[src/rtl/axi_bridge_pkg.sv]
// Shared AXI encodings, bridge FSM states and burst legality helper for the
// AXI4-to-memory bridge.
package axi_bridge_pkg;

  localparam logic [1:0] AXI_BURST_FIXED = 2'b00;
  localparam logic [1:0] AXI_BURST_INCR  = 2'b01;
  localparam logic [1:0] AXI_BURST_WRAP  = 2'b10;

  localparam logic [1:0] AXI_RESP_OKAY   = 2'b00;
  localparam logic [1:0] AXI_RESP_SLVERR = 2'b10;

  typedef enum logic [1:0] {
    ST_IDLE  = 2'd0,
    ST_WR    = 2'd1,
    ST_WRESP = 2'd2,
    ST_RD    = 2'd3
  } bridge_state_e;

  // True when a burst must be answered with SLVERR instead of touching memory.
  function automatic logic burst_illegal(input logic [7:0] len, input logic [2:0] size,
                                         input logic [1:0] burst, input logic [2:0] size_max);
    logic wrap_len_ok;
    wrap_len_ok = (len == 8'd1) || (len == 8'd3) || (len == 8'd7) || (len == 8'd15);
    return (size > size_max) || (burst == 2'b11) ||
           ((burst == AXI_BURST_WRAP) && !wrap_len_ok);
  endfunction

endpackage

[src/rtl/axi_burst_addr_gen.sv]
// Combinational next-beat address for FIXED, INCR and WRAP bursts; shared by
// the read and write paths of the bridge.
module axi_burst_addr_gen
  import axi_bridge_pkg::*;
#(
  parameter int ADDR_W = 32
) (
  input  logic [ADDR_W-1:0] addr,
  input  logic [7:0]        len,
  input  logic [2:0]        size,
  input  logic [1:0]        burst,
  output logic [ADDR_W-1:0] next_addr
);

  logic [ADDR_W-1:0] step;
  logic [ADDR_W-1:0] incr;
  logic [ADDR_W-1:0] mask;

  assign step = {{(ADDR_W-1){1'b0}}, 1'b1} << size;
  assign incr = addr + step;
  // WRAP keeps the bits above the burst-sized window and increments inside it.
  assign mask = (({{(ADDR_W-8){1'b0}}, len} + {{(ADDR_W-1){1'b0}}, 1'b1}) << size)
                - {{(ADDR_W-1){1'b0}}, 1'b1};

  always_comb begin
    case (burst)
      AXI_BURST_FIXED: next_addr = addr;
      AXI_BURST_WRAP:  next_addr = (addr & ~mask) | (incr & mask);
      default:         next_addr = incr;
    endcase
  end

endmodule

[src/rtl/axi2mem_bridge_gen2.sv]
// AXI4 slave to single-port synchronous memory bridge with fair AW/AR
// arbitration, a two-entry read buffer and SLVERR for illegal bursts.
module axi2mem_bridge_gen2
  import axi_bridge_pkg::*;
#(
  parameter int ADDR_W = 32,
  parameter int DATA_W = 32,
  parameter int ID_W   = 11
) (
  input  logic                aclk,
  input  logic                areset,
  input  logic [ID_W-1:0]     s_awid,
  input  logic [ADDR_W-1:0]   s_awaddr,
  input  logic [7:0]          s_awlen,
  input  logic [2:0]          s_awsize,
  input  logic [1:0]          s_awburst,
  input  logic                s_awvalid,
  output logic                s_awready,
  input  logic [DATA_W-1:0]   s_wdata,
  input  logic [DATA_W/8-1:0] s_wstrb,
  input  logic                s_wlast,
  input  logic                s_wvalid,
  output logic                s_wready,
  output logic [ID_W-1:0]     s_bid,
  output logic [1:0]          s_bresp,
  output logic                s_bvalid,
  input  logic                s_bready,
  input  logic [ID_W-1:0]     s_arid,
  input  logic [ADDR_W-1:0]   s_araddr,
  input  logic [7:0]          s_arlen,
  input  logic [2:0]          s_arsize,
  input  logic [1:0]          s_arburst,
  input  logic                s_arvalid,
  output logic                s_arready,
  output logic [ID_W-1:0]     s_rid,
  output logic [DATA_W-1:0]   s_rdata,
  output logic [1:0]          s_rresp,
  output logic                s_rlast,
  output logic                s_rvalid,
  input  logic                s_rready,
  output logic                m_cs,
  output logic                m_we,
  output logic [ADDR_W-1:0]   m_addr,
  output logic [DATA_W/8-1:0] m_byte,
  output logic [DATA_W-1:0]   m_di,
  input  logic [DATA_W-1:0]   m_do,
  input  logic                m_busy
);

  localparam int         STRB_W   = DATA_W / 8;
  localparam logic [2:0] SIZE_MAX = 3'($clog2(STRB_W));

  bridge_state_e     state;
  logic              rd_prio, err, werr, out;
  logic [ID_W-1:0]   id;
  logic [ADDR_W-1:0] addr, next_addr;
  logic [7:0]        len, cnt;
  logic [2:0]        size;
  logic [1:0]        burst;
  logic [8:0]        icnt;
  logic [DATA_W-1:0] fifo [2];
  logic              wptr, rptr;
  logic [1:0]        fcnt;
  logic              in_idle, in_wr, in_rd;
  logic              aw_hs, ar_hs, w_hs, r_hs, pop, rd_cs, rd_acc, capture;

  assign in_idle = (state == ST_IDLE);
  assign in_wr   = (state == ST_WR);
  assign in_rd   = (state == ST_RD);

  // rd_prio starts at 0 so the first tie after reset goes to the write channel.
  assign s_awready = in_idle & s_awvalid & (~s_arvalid | ~rd_prio);
  assign s_arready = in_idle & s_arvalid & (~s_awvalid | rd_prio);
  assign aw_hs     = s_awvalid & s_awready;
  assign ar_hs     = s_arvalid & s_arready;

  assign s_wready = in_wr & (err | ~m_busy);
  assign w_hs     = s_wvalid & s_wready;

  assign s_rvalid = in_rd & (err | (fcnt != 2'd0));
  assign r_hs     = s_rvalid & s_rready;
  assign pop      = r_hs & ~err;
  // A slot freed by this cycle's pop may be reused so one beat/cycle is sustained.
  assign rd_cs    = in_rd & ~err & (icnt != 9'd0) &
                    (({1'b0, out} + fcnt - {1'b0, pop}) < 2'd2);
  assign rd_acc   = rd_cs & ~m_busy;
  assign capture  = out & ~m_busy;

  assign s_rdata = (in_rd & ~err & (fcnt != 2'd0)) ? fifo[rptr] : {DATA_W{1'b0}};
  assign s_rlast = s_rvalid & (cnt == 8'd0);
  assign s_rresp = (s_rvalid & err) ? AXI_RESP_SLVERR : AXI_RESP_OKAY;
  assign s_rid   = id;

  assign s_bvalid = (state == ST_WRESP);
  assign s_bresp  = (s_bvalid & (err | werr)) ? AXI_RESP_SLVERR : AXI_RESP_OKAY;
  assign s_bid    = id;

  assign m_cs   = (in_wr & s_wvalid & ~m_busy & ~err) | rd_cs;
  assign m_we   = in_wr;
  assign m_addr = addr;
  assign m_byte = in_wr ? s_wstrb : {STRB_W{1'b0}};
  assign m_di   = in_wr ? s_wdata : {DATA_W{1'b0}};

  axi_burst_addr_gen #(.ADDR_W(ADDR_W)) u_addr_gen (
    .addr      (addr),
    .len       (len),
    .size      (size),
    .burst     (burst),
    .next_addr (next_addr)
  );

  // Bridge FSM: burst latching, beat counting and error tracking.
  always_ff @(posedge aclk or posedge areset) begin
    if (areset) begin
      state <= ST_IDLE;  rd_prio <= 1'b0;  err <= 1'b0;  werr <= 1'b0;  out <= 1'b0;
      id <= {ID_W{1'b0}};  addr <= {ADDR_W{1'b0}};  len <= 8'd0;  cnt <= 8'd0;
      size <= 3'd0;  burst <= 2'd0;  icnt <= 9'd0;
    end else begin
      case (state)
        ST_IDLE: begin
          if (aw_hs) begin
            id <= s_awid;  addr <= s_awaddr;  len <= s_awlen;  cnt <= s_awlen;
            size <= s_awsize;  burst <= s_awburst;  werr <= 1'b0;  rd_prio <= 1'b1;
            err <= burst_illegal(s_awlen, s_awsize, s_awburst, SIZE_MAX);
            state <= ST_WR;
          end else if (ar_hs) begin
            id <= s_arid;  addr <= s_araddr;  len <= s_arlen;  cnt <= s_arlen;
            size <= s_arsize;  burst <= s_arburst;  werr <= 1'b0;  rd_prio <= 1'b0;
            icnt <= {1'b0, s_arlen} + 9'd1;
            err <= burst_illegal(s_arlen, s_arsize, s_arburst, SIZE_MAX);
            state <= ST_RD;
          end
        end
        ST_WR: begin
          if (w_hs) begin
            addr <= next_addr;
            if (s_wlast != (cnt == 8'd0)) werr <= 1'b1;
            if (cnt == 8'd0) state <= ST_WRESP;
            else             cnt   <= cnt - 8'd1;
          end
        end
        ST_WRESP: begin
          if (s_bready) state <= ST_IDLE;
        end
        ST_RD: begin
          if (rd_acc) begin
            addr <= next_addr;
            icnt <= icnt - 9'd1;
          end
          out <= rd_acc | (out & ~capture);
          if (r_hs) begin
            if (cnt == 8'd0) state <= ST_IDLE;
            else             cnt   <= cnt - 8'd1;
          end
        end
        default: state <= ST_IDLE;
      endcase
    end
  end

  // Two-entry read buffer fed by memory captures, drained by R handshakes.
  always_ff @(posedge aclk or posedge areset) begin
    if (areset) begin
      fifo[0] <= {DATA_W{1'b0}};
      fifo[1] <= {DATA_W{1'b0}};
      wptr <= 1'b0;  rptr <= 1'b0;  fcnt <= 2'd0;
    end else begin
      if (capture) begin
        fifo[wptr] <= m_do;
        wptr       <= ~wptr;
      end
      if (pop) rptr <= ~rptr;
      fcnt <= fcnt + {1'b0, capture} - {1'b0, pop};
    end
  end

endmodule
[config.mk]
export PLATFORM = sky130hd
export DESIGN_NAME = axi2mem_bridge_gen2
export DESIGN_NICKNAME = d
export VERILOG_FILES = /design/src/rtl/axi_bridge_pkg.sv /design/src/rtl/axi_burst_addr_gen.sv /design/src/rtl/axi2mem_bridge_gen2.sv
export SDC_FILE = /design/constraint.sdc
export NUM_CORES = 1
export LEC_CHECK = 0
export ABC_AREA = 1
export BUFFER_PORTS_ARGS = -buffer_cell sky130_fd_sc_hd__buf_2
export CAP_MARGIN = 20
export CORE_ASPECT_RATIO = 1.75
export CORE_MARGIN = 3
export CORE_UTILIZATION = 37
export CTS_CLUSTER_DIAMETER = 30
export DETAILED_ROUTE_END_ITERATION = 6
export PLACE_DENSITY = 0.59
export REMOVE_ABC_BUFFERS = 1
export SLEW_MARGIN = 20
export SYNTH_ARGS = -nofsm -noshare
export SYNTH_HDL_FRONTEND = slang
export SYNTH_SLANG_ARGS = --single-unit
[constraint.sdc]
create_clock -name aclk -period 9.7 [get_ports aclk]
set_input_delay 1.455 -clock aclk [delete_from_list [all_inputs] [get_ports aclk]]
set_output_delay 1.455 -clock aclk [all_outputs]
set_load 0.03 [all_outputs]
# == After elaboration in Yosys (flattened, before gate mapping) ==
# Cells that the tools add are included.
# word_totals
output_inout_bits,134
reg_bits,147
wordCells,186
inputBits,189
# op_classes
mux,49
n_lt_le_gt_ge,6
n_reduce_logical,30
eq_ne,27
bitwise,45
add_sub_neg,10
n_shift,2
# ops
cell,count
32-bit 2-to-1 mux,10
32-bit one-hot mux with 3 select lines,1
32-bit bitwise AND,2
64-bit bitwise mux,1
32-bit one-hot mux with 2 select lines,1
8-bit 2-to-1 mux,5
32-bit adder,1
32-bit demux with 1-bit select,1
32-bit NOT,1
32-bit OR,1
"1-bit by 3-bit left shift with 32-bit output, first input constant",1
32-bit by 3-bit left shift with 32-bit output,1
"32-bit by 1-bit subtractor with 32-bit output, second input constant",1
9-bit 2-to-1 mux,3
1-bit bitwise AND,24
8-bit one-hot mux with 3 select lines,1
11-bit 2-to-1 mux,2
2-bit 2-to-1 mux,11
"8-bit by 1-bit adder with 9-bit output, second input constant",2
9-bit one-hot mux with 2 select lines,1
"8-bit by 1-bit equality test with 1-bit output, second input constant",2
"8-bit by 2-bit equality test with 1-bit output, second input constant",2
"8-bit by 3-bit equality test with 1-bit output, second input constant",2
"8-bit by 4-bit equality test with 1-bit output, second input constant",2
34 further kinds,90

# == Longest topological paths before layout ==
# Gate-level depths: netlist (run 1).
# logic_depth
depth_word,11
ltp_mapped,21
mapped_depth_nobuf,21

# == By module ==
# From an unflattened synthesis (run 1), not the netlist that was laid out.
# unflattened
cells_unflattened,1778
area_unflattened_um2,11402.2
# modules_own_cells
mod,seq_area_each_um2,instances,area_each_um2,cells_each
axi2mem_bridge_gen2,3678.5,1,8162.8,1161
axi_burst_addr_gen,0.0,1,3239.4,617

# == Worst setup path before layout (run 1) ==
# Ideal clock, no wire load.
# synth_timing
path_kind,input to output
from,input port s_rready
to,output port m_cs
setup_slack_ns,5.633
t_arrival_ns,2.612
n_path_buf,0
t_required_ns,8.245
cell_stages,7
cell_sequence,inv_1 > nor2_1 > ha_1 > nor2_1 > nor2_1 > nor3_1 > a41o_1
# synth_between
elab_chain_cells,6
# synth_lines
element,line_no,text
from (decl),axi2mem_bridge_gen2.sv:40,"input logic s_rready,"
1-bit bitwise AND,axi2mem_bridge_gen2.sv:81,assign r_hs = s_rvalid & s_rready;
1-bit bitwise AND,axi2mem_bridge_gen2.sv:82,assign pop = r_hs & ~err;
named net pop,axi2mem_bridge_gen2.sv:65,"logic aw_hs, ar_hs, w_hs, r_hs, pop, rd_cs, rd_acc, capture;"
2-bit by 1-bit subtractor with 2-bit output,axi2mem_bridge_gen2.sv:85,"(({1'b0, out} + fcnt - {1'b0, pop}) < 2'd2);"
2-bit less-than comparator,axi2mem_bridge_gen2.sv:85,
1-bit bitwise AND,axi2mem_bridge_gen2.sv:84,assign rd_cs = in_rd & ~err & (icnt != 9'd0) &
1-bit OR,axi2mem_bridge_gen2.sv:98,assign m_cs = (in_wr & s_wvalid & ~m_busy & ~err) | rd_cs;
to (decl),axi2mem_bridge_gen2.sv:41,"output logic m_cs,"
# The timed path passes the listed nets, and every way through them passes these cells.

# == Worst setup path in the final report (run 1) ==
# layout_timing
from,register state[0]
to,output port m_cs
# layout_between
elab_chain_cells,8
word_cells_on_any_way,14
classes_between,1 x add/sub; 1 x order compare; 2 x eq/ne; 10 x bitwise
# layout_lines
element,line_no,text
from (decl),axi2mem_bridge_gen2.sv:53,bridge_state_e state;
from (signal assigned),axi2mem_bridge_gen2.sv:115,state <= ST_IDLE; rd_prio <= 1'b0; err <= 1'b0; werr <= 1'b0; out <= 1'b0;
from (signal assigned),axi2mem_bridge_gen2.sv:125,state <= ST_WR;
from (signal assigned),axi2mem_bridge_gen2.sv:131,state <= ST_RD;
2-bit equality test,axi2mem_bridge_gen2.sv:69,assign in_rd = (state == ST_RD);
1-bit bitwise AND,axi2mem_bridge_gen2.sv:80,assign s_rvalid = in_rd & (err | (fcnt != 2'd0));
1-bit bitwise AND,axi2mem_bridge_gen2.sv:81,
1-bit bitwise AND,axi2mem_bridge_gen2.sv:82,
named net pop,axi2mem_bridge_gen2.sv:65,
2-bit by 1-bit subtractor with 2-bit output,axi2mem_bridge_gen2.sv:85,
2-bit less-than comparator,axi2mem_bridge_gen2.sv:85,
1-bit bitwise AND,axi2mem_bridge_gen2.sv:84,
1-bit OR,axi2mem_bridge_gen2.sv:98,
# The timed path passes the listed nets, and every way through them passes these cells.

==> run_results.csv, run 1 <==
group,metric,value,unit
worst_hold_path,worstHoldPathType,"reg -> reg",
place,dp_slack,5.108,ns
clock_tree,root_buffer,"clkbuf_16",
yosys,synthCells,1558,
timing,fmax,203.6,MHz
timing,rsz0062_at_grt,"no",
grt,grt_pass1_vias,10660,
clock_tree,cts_tree,"yes",
outcome,status,"finished clean",
grt,track_usage,22.46,%
critical_path,path_class,"reg -> out",
worst_hold_path,worstHoldStart,"fifo[34]$_DFFE_PP0P_",
worst_hold_path,min_to,"fifo[34]$_DFFE_PP0P_",
power_and_ir_drop,sw_frac_of_total,53.89,%
power_and_ir_drop,p_per_area,357.7,nW/um^2
critical_path,cp_data_required_time,8.25,ns
floorplanning,rows,80,
grt,grt_pass1_wl,54.35,mm
yosys,yosysUniqueCellTypes,53,
detailed_routing,wl_per_cell,15.46,um
critical_path,worst_path_max_delay_cell,"buf_4",
timing,tns,0,ns
detailed_routing,drt-total-wl,34.20,mm
power_and_ir_drop,p_seq_share,26.1,%
clock_tree,postCtsHoldBufs,0,
power_and_ir_drop,p_total,4548,uW
timing,final.period_utilization,50.63,%
layout,stdcell_count,2212,
power_and_ir_drop,comb_power_share,60.0,%
detailed_routing,wl_met1,12.60,mm
power_and_ir_drop,p_clk_share,13.8,%
clock_tree,clock-sinks,147,
clock_tree,clkLatencyLatePin,0.44,ns
power_and_ir_drop,leakagePower,0.006947,uW
timing,setup_ws,4.789,ns
detailed_routing,highest-signal-layer,"met5",
detailed_routing,detail_route.iter0.violations,490,
critical_path,crit_family,"simple AND/OR/NAND/NOR gates",
power_and_ir_drop,netSwitchingPower,2451,uW
timing,skew,0.007891,ns
layout,drive_gt1_share,23.29,%
floorplanning,die_y,227.2,um
detailed_routing,route.detailed.drc,0,
detailed_routing,dr.pass1.iters,5,
grt,antenna_found_initial,4,
place,place_congestion,0.9265,
yosys,synth_area,10340,um^2
critical_path,rr_startpoint,"state[0]$_DFFE_PP0P_",
grt,overflow,0,
clock_tree,h-tree-depth,4,
place,place_inst,2179,
critical_path,arrival,3.46,ns
yosys,ys.warnings.count,0,
clock_tree,post_cts_buffers,0,
grt,grt_max_degree,77,
power_and_ir_drop,peakVddDrop,0.0001502,V
place,io_buffers,320,
critical_path,path_cells,"buf_4 -> nand2_1 -> nor2_1 -> o21ai_2 -> buf_4 -> nor2_1 -> ha_1 -> nor2_1 -> nor2_1 -> nor3_1 -> a41o_1 -> buf_2",
critical_path,cp-start-kind,"flip-flop",
floorplanning,ios,323,
layout,syn2layout_area_growth,22.98,%
critical_path,endpoint_kind,"primary output",
run,max_cap_violations,0,
timing,slew_headroom,33.00,%
clock_tree,cts.repair.resized,0,
timing,slew_violations,0,
power_and_ir_drop,internal-power,2097,uW
place,hpwl,26.01,mm
clock_tree,cts_buffers,17,
yosys,ys_ff_latch,147,
timing,setup_viol,0,
yosys,seq_area_frac_synth,35.57,%
timing,worst_slew_pin_slew,1.005,ns
floorplanning,dieWidth,132.4,um
floorplanning,die-area,30070,um^2
critical_path,worst_r2r_path_depth,16,
detailed_routing,wl_met2,18.12,mm
yosys,avgSynthCellArea,6.637,um^2
critical_path,critPathMaxFanout,37,
clock_tree,clk_path_buf_depth,2,
detailed_routing,wl_met3,2.194,mm
critical_path,critPathMaxStageDelay,0.38,ns
detailed_routing,drtAntennaViolNets,0,
floorplanning,coreArea,27430,um^2
timing,hold_viol_final,0,
worst_hold_path,holdPathStages,2,
clock_tree,clk_pin_slew_worst_paths,0.06,ns
critical_path,cpMostUsedCell,"nor2_1",
floorplanning,start_util,37.71,%
critical_path,reg2reg_setup_slack,5.82,ns
layout,nets,2039,
critical_path,worst-path-buf-inv,3,
detailed_routing,viasPerCell,4.892,
timing,period_needed,4.911,ns
detailed_routing,num_vias,10820,
-- metal layers --
| layer | global-route usage (%) | vias up |
|---|---|---|
| li1 | - | 5512 |
| met1 | 23.33 | 4936 |
| met2 | 42.34 | 303 |
| met3 | 6.015 | 64 |
| met4 | 9.631 | 6 |
| met5 | 0 | - |
-- Yosys cell counts (all sizes together) --
cell	instances	share of area, %
o31ai	2	0.15
o311ai	1	0.085
a211oi	1	0.073
o221ai	4	0.34
o211ai	7	0.51
a2bb2oi	1	0.085
xor2	16	1.4
o21a	2	0.15
inv	196	7.1
nor3	20	0.97
a22o	1	0.085
o22ai	5	0.30
nand3b	2	0.15
a31oi	5	0.30
a32o	1	0.097
ha	19	2.3
buf	27	1.6
nand4	13	0.79
a21o	1	0.073
nor4	7	0.42
clkbuf	54	2.0
o21bai	2	0.15
nand2	477	18
a41o	1	0.097
nand3	95	5.6
mux2	2	0.22
o41ai	2	0.17
a21oi	84	4.3
and2	1	0.061
o21ai	192	9.3
fa	1	0.19
a22oi	2	0.15
or3	1	0.061
o211a	2	0.19
xnor2	13	1.1
or2	3	0.18
dfrtp	147	36
nor2	147	5.8
conb	1	0.036
-- cell families (layout without fill, tap and decap cells) --
family,Yosys count,count (layout),synth area share (%)
flip-flops,147,147,35.57
adder cells (fa/ha/maj),20,20,2.492
buffers and inverters,277,560,10.72
AO/OA/AOI/OAI,316,316,16.60
XOR/XNOR,29,29,2.456
AND/OR/NAND/NOR,766,766,31.91
multiplexers,2,2,0.2178
other,1,3,0.03626
-- cells in the final DEF (no fill, tap or decap), types with 4 or more instances in the layout --
master and count:
nand3_2 17, a31oi_1 5, nor4_1 7, o221ai_1 4, clkbuf_16 17, nor2_1 138, nor3_1 20, a21oi_1 82
nand2_1 461, clkinvlp_4 4, o21ai_0 187, nand2_2 13, nor2_4 6, o211ai_1 7, nand4_1 13, nand3_1 75
dfrtp_1 147, xor2_1 16, xnor2_1 13, ha_1 19, buf_4 12, o22ai_1 5, inv_2 11, buf_2 320
inv_1 182
-- power by group through the flow --
stage	clock [uW]	combinational [uW]	sequential (uW)
6_report	629	2730	1190
5_1_grt	670	3070	1230
4_1_cts	645	2750	1190
3_5_place_dp	0	2740	1200
3_3_place_gp	0	2700	1190
2_1_floorplan	0	1750	1350
-- worst max-delay path by stage --
| stage | startpoint | depth (start not counted) | to | slack, ns |
|---|---|---|---|---|
| after global routing | state[0]$_DFFE_PP0P_ | 12 | m_cs | 4.56 |
| final | state[0]$_DFFE_PP0P_ | 12 | m_cs | 4.79 |
| after global placement | s_arvalid | 6 | s_awready | 5.16 |
| after detailed placement | s_arvalid | 6 | s_awready | 5.11 |
| after CTS | state[0]$_DFFE_PP0P_ | 12 | m_cs | 4.76 |
| after floorplan | s_arvalid | 3 | s_awready | 4.25 |
-- worst min-delay path, delay by kind of cell (launching register included) --
kind,cells,cell delay (ns)
compound gates,1,0.06
simple gates,1,0.05
flops,1,0.34
-- through the flow --
stage / hold slack [ns] / cell area [um^2] / utilization (%)
finish: 0.4832 / 12720 / 46.37
global route: 0.5100 / 12720 / 46.37
CTS: 0.4883 / 12700 / 46.30
detailed placement: 0.4729 / 12150 / 44.32
global placement: 0.4656 / 12150 / 44.32
floorplan: 0.4529 / 9975 / -
-- cell type report --
type,count,area [um^2]
Fill cell,2931,14710
Multi-Input combinational cell,1135,5582
Sequential cell,147,3679
Timing Repair Buffer,333,1707
Inverter,196,743.2
Tap cell,369,461.7
Clock buffer,19,432.9
Clock inverter,12,110.1
Antenna cell,1,2.502
(Power assumes the default switching activity.)
==> run 2: changes to the inputs <==
--- a/config.mk
+++ b/config.mk
@@ -13,7 +13,7 @@
 export CORE_UTILIZATION = 37
 export CTS_CLUSTER_DIAMETER = 30
 export DETAILED_ROUTE_END_ITERATION = 6
-export PLACE_DENSITY = 0.59
+export PLACE_DENSITY = 0.61
 export REMOVE_ABC_BUFFERS = 1
 export SLEW_MARGIN = 20
 export SYNTH_ARGS = -nofsm -noshare
==> constraint.sdc (replaced) <==
create_clock -name aclk -period 4.3 [get_ports aclk]
set_input_delay 0.645 -clock aclk [delete_from_list [all_inputs] [get_ports aclk]]
set_output_delay 0.645 -clock aclk [all_outputs]
set_load 0.03 [all_outputs]
==> run 2 against run 1 <==
Compared with the run above: combinational power is 130% higher; hold slack worse by 0.18 ns; global-route usage is 0.25 points higher; critical path depth up 3; critical path type is now reg -> reg; final cell count up 0.14%; non-clock buffer count rose by 3; count of clock-buffer cells in the layout grew 3; sequential share of layout area down 0.24 points; clock skew decreased by 0.00059 ns; sequential cell count is the same; first-iteration DRC count is 1.8% lower; total power grew 130%.
==> run_results.csv, run 2 (synthesized netlist as in run 1, its figures left out) <==
group,metric,value,unit
outcome,status,"finished clean",
critical_path,worst-path-stages,15,
detailed_routing,num_vias,11110,
grt,grt_pass1_wl,54.78,mm
power_and_ir_drop,p_clk_share,15.1,%
critical_path,worst_r2r_path_depth,15,
timing,period_needed,3.522,ns
floorplanning,dieWidth,132.4,um
place,place_congestion,0.9008,
layout,diodes,0,
grt,antenna_found_initial,0,
critical_path,critPathMaxStageDelay,0.70,ns
timing,final.period_utilization,81.91,%
clock_tree,clkLatencyLatePin,0.44,ns
clock_tree,cts_buffers,17,
clock_tree,cts.repair.resized,0,
grt,grt_pass1_vias,10980,
place,dp_slack,0.8878,ns
critical_path,worst_path_max_delay_cell,"dfrtp_1",
grt,track_usage,22.71,%
critical_path,reg2reg_setup_slack,0.78,ns
timing,rsz0062_at_grt,"no",
timing,worst_slew_pin_slew,0.8457,ns
power_and_ir_drop,comb_power_share,59.3,%
power_and_ir_drop,peakVddDrop,0.0004981,V
critical_path,crit_path_start,"size[0]$_DFFE_PP0P_",
floorplanning,coreArea,27430,um^2
layout,final_common_cell,"nand2_1",
clock_tree,clk_pin_slew_worst_paths,0.06,ns
timing,slew_violations,0,
power_and_ir_drop,p_total,10490,uW
power_and_ir_drop,netSwitchingPower,5571,uW
place,hpwl,26.57,mm
floorplanning,start_util,37.71,%
critical_path,crit_family,"simple AND/OR/NAND/NOR gates",
layout,drive_gt1_share,23.40,%
layout,nets,2042,
worst_hold_path,worstHoldPathType,"in -> async",
critical_path,cpMostUsedCell,"nand3_1",
critical_path,cp_data_required_time,4.65,ns
clock_tree,post_cts_buffers,0,
detailed_routing,drtAntennaViolNets,0,
critical_path,path_cells,"inv_2 -> nand2_1 -> nor2_1 -> ha_1 -> nand3_1 -> nand3_1 -> a21oi_1 -> o21bai_1 -> nand2_1 -> nor2_1 -> and2_1 -> nand3_1 -> a21oi_1 -> o21ai_0 -> a22oi_1",
timing,setup_viol,0,
critical_path,arrival,3.87,ns
floorplanning,die_y,227.2,um
floorplanning,die-area,30070,um^2
critical_path,path_class,"reg -> reg",
clock_tree,root_buffer,"clkbuf_16",
power_and_ir_drop,sw_frac_of_total,53.12,%
critical_path,worst-path-buf-inv,1,
detailed_routing,dr.pass1.iters,5,
timing,hold_viol_final,0,
detailed_routing,route.detailed.drc,0,
critical_path,endpoint_kind,"flip-flop",
layout,final_util,46.75,%
floorplanning,ios,323,
layout,final_cell_mix,"nand2_1 (461), buf_2 (320), o21ai_0 (187)",
timing,setup_ws,0.7780,ns
critical_path,cp-start-kind,"flip-flop",
clock_tree,clk_path_buf_depth,2,
power_and_ir_drop,leakagePower,0.007010,uW
power_and_ir_drop,p_per_area,817.9,nW/um^2
floorplanning,rows,80,
clock_tree,h-tree-depth,4,
critical_path,critPathMaxFanout,16,
grt,overflow,0,
detailed_routing,detail_route.iter0.violations,481,
power_and_ir_drop,p_seq_share,25.6,%
power_and_ir_drop,internal-power,4916,uW
detailed_routing,wl_per_cell,15.56,um
place,io_buffers,320,
clock_tree,cts_tree,"yes",
timing,fmax,283.9,MHz
clock_tree,clock-sinks,147,
detailed_routing,viasPerCell,5.014,
timing,skew,0.007303,ns
layout,syn2layout_area_growth,23.99,%
grt,grt_max_degree,78,
timing,slew_headroom,43.56,%
detailed_routing,drt-total-wl,34.46,mm
critical_path,rr_startpoint,"size[0]$_DFFE_PP0P_",
clock_tree,postCtsHoldBufs,0,
run,max_cap_violations,0,
==> run 2: worst reg2reg max path, stage by stage (launching register included) <==
cell	delay (ns)
dfrtp_1	0.70
inv_2	0.26
nand2_1	0.14
nor2_1	0.06
ha_1	0.38
nand3_1	0.11
nand3_1	0.14
a21oi_1	0.14
o21bai_1	0.38
nand2_1	0.22
nor2_1	0.20
and2_1	0.19
nand3_1	0.12
a21oi_1	0.14
o21ai_0	0.09
a22oi_1	0.15
==> run 2: metal layers <==
metal,up-vias,part of all wire [%],track usage (%)
li1,5523,-,-
met1,5110,36,22.98
met2,367,53,42.44
met3,107,6.1,5.750
met4,0,5.2,12.48
met5,-,0,0
==> run 2: layout make-up <==
cell class	instances	area [um^2]
Inverter	196	743.2
Fill cell	2916	14600
Tap cell	369	461.7
Clock inverter	10	148.9
Multi-Input combinational cell	1135	5582
Sequential cell	147	3679
Timing Repair Buffer	336	1734
Clock buffer	22	474.2
==> run 2: how the worst min path moves through the flow <==
stage,start,endpoint,depth (start not counted)
4_1_cts,areset,icnt[7]$_DFFE_PP0P_,2
3_3_place_gp,fifo[23]$_DFFE_PP0P_,fifo[23]$_DFFE_PP0P_,2
3_5_place_dp,fifo[28]$_DFFE_PP0P_,fifo[28]$_DFFE_PP0P_,2
6_report,areset,icnt[7]$_DFFE_PP0P_,2
5_1_grt,areset,icnt[7]$_DFFE_PP0P_,2
2_1_floorplan,fifo[0]$_DFFE_PP0P_,fifo[0]$_DFFE_PP0P_,2
==> run 2: power by group through the flow <==
| stage | Combinational (uW) | Clock, uW | Sequential, uW |
|---|---|---|---|
| after CTS | 6280 | 1620 | 2680 |
| final | 6220 | 1580 | 2690 |
| after detailed placement | 6250 | 0 | 2700 |
| after global placement | 6170 | 0 | 2680 |
| after floorplan | 3960 | 0 | 3040 |
| after global routing | 6990 | 1680 | 2780 |
==> run 2: through the flow <==
stage / hold WS, ns / cell area, um^2 / setup TNS (ns) / cells
5_1_grt: 0.3448 / 12820 / 0 / 2215
3_5_place_dp: 0.4726 / 12200 / 0 / 2183
4_1_cts: 0.3322 / 12820 / 0 / 2215
6_report: 0.3021 / 12820 / 0 / 2215
3_3_place_gp: 0.4646 / 12200 / 0 / 2183
2_1_floorplan: 0.4529 / 9975 / -43.56 / 1478
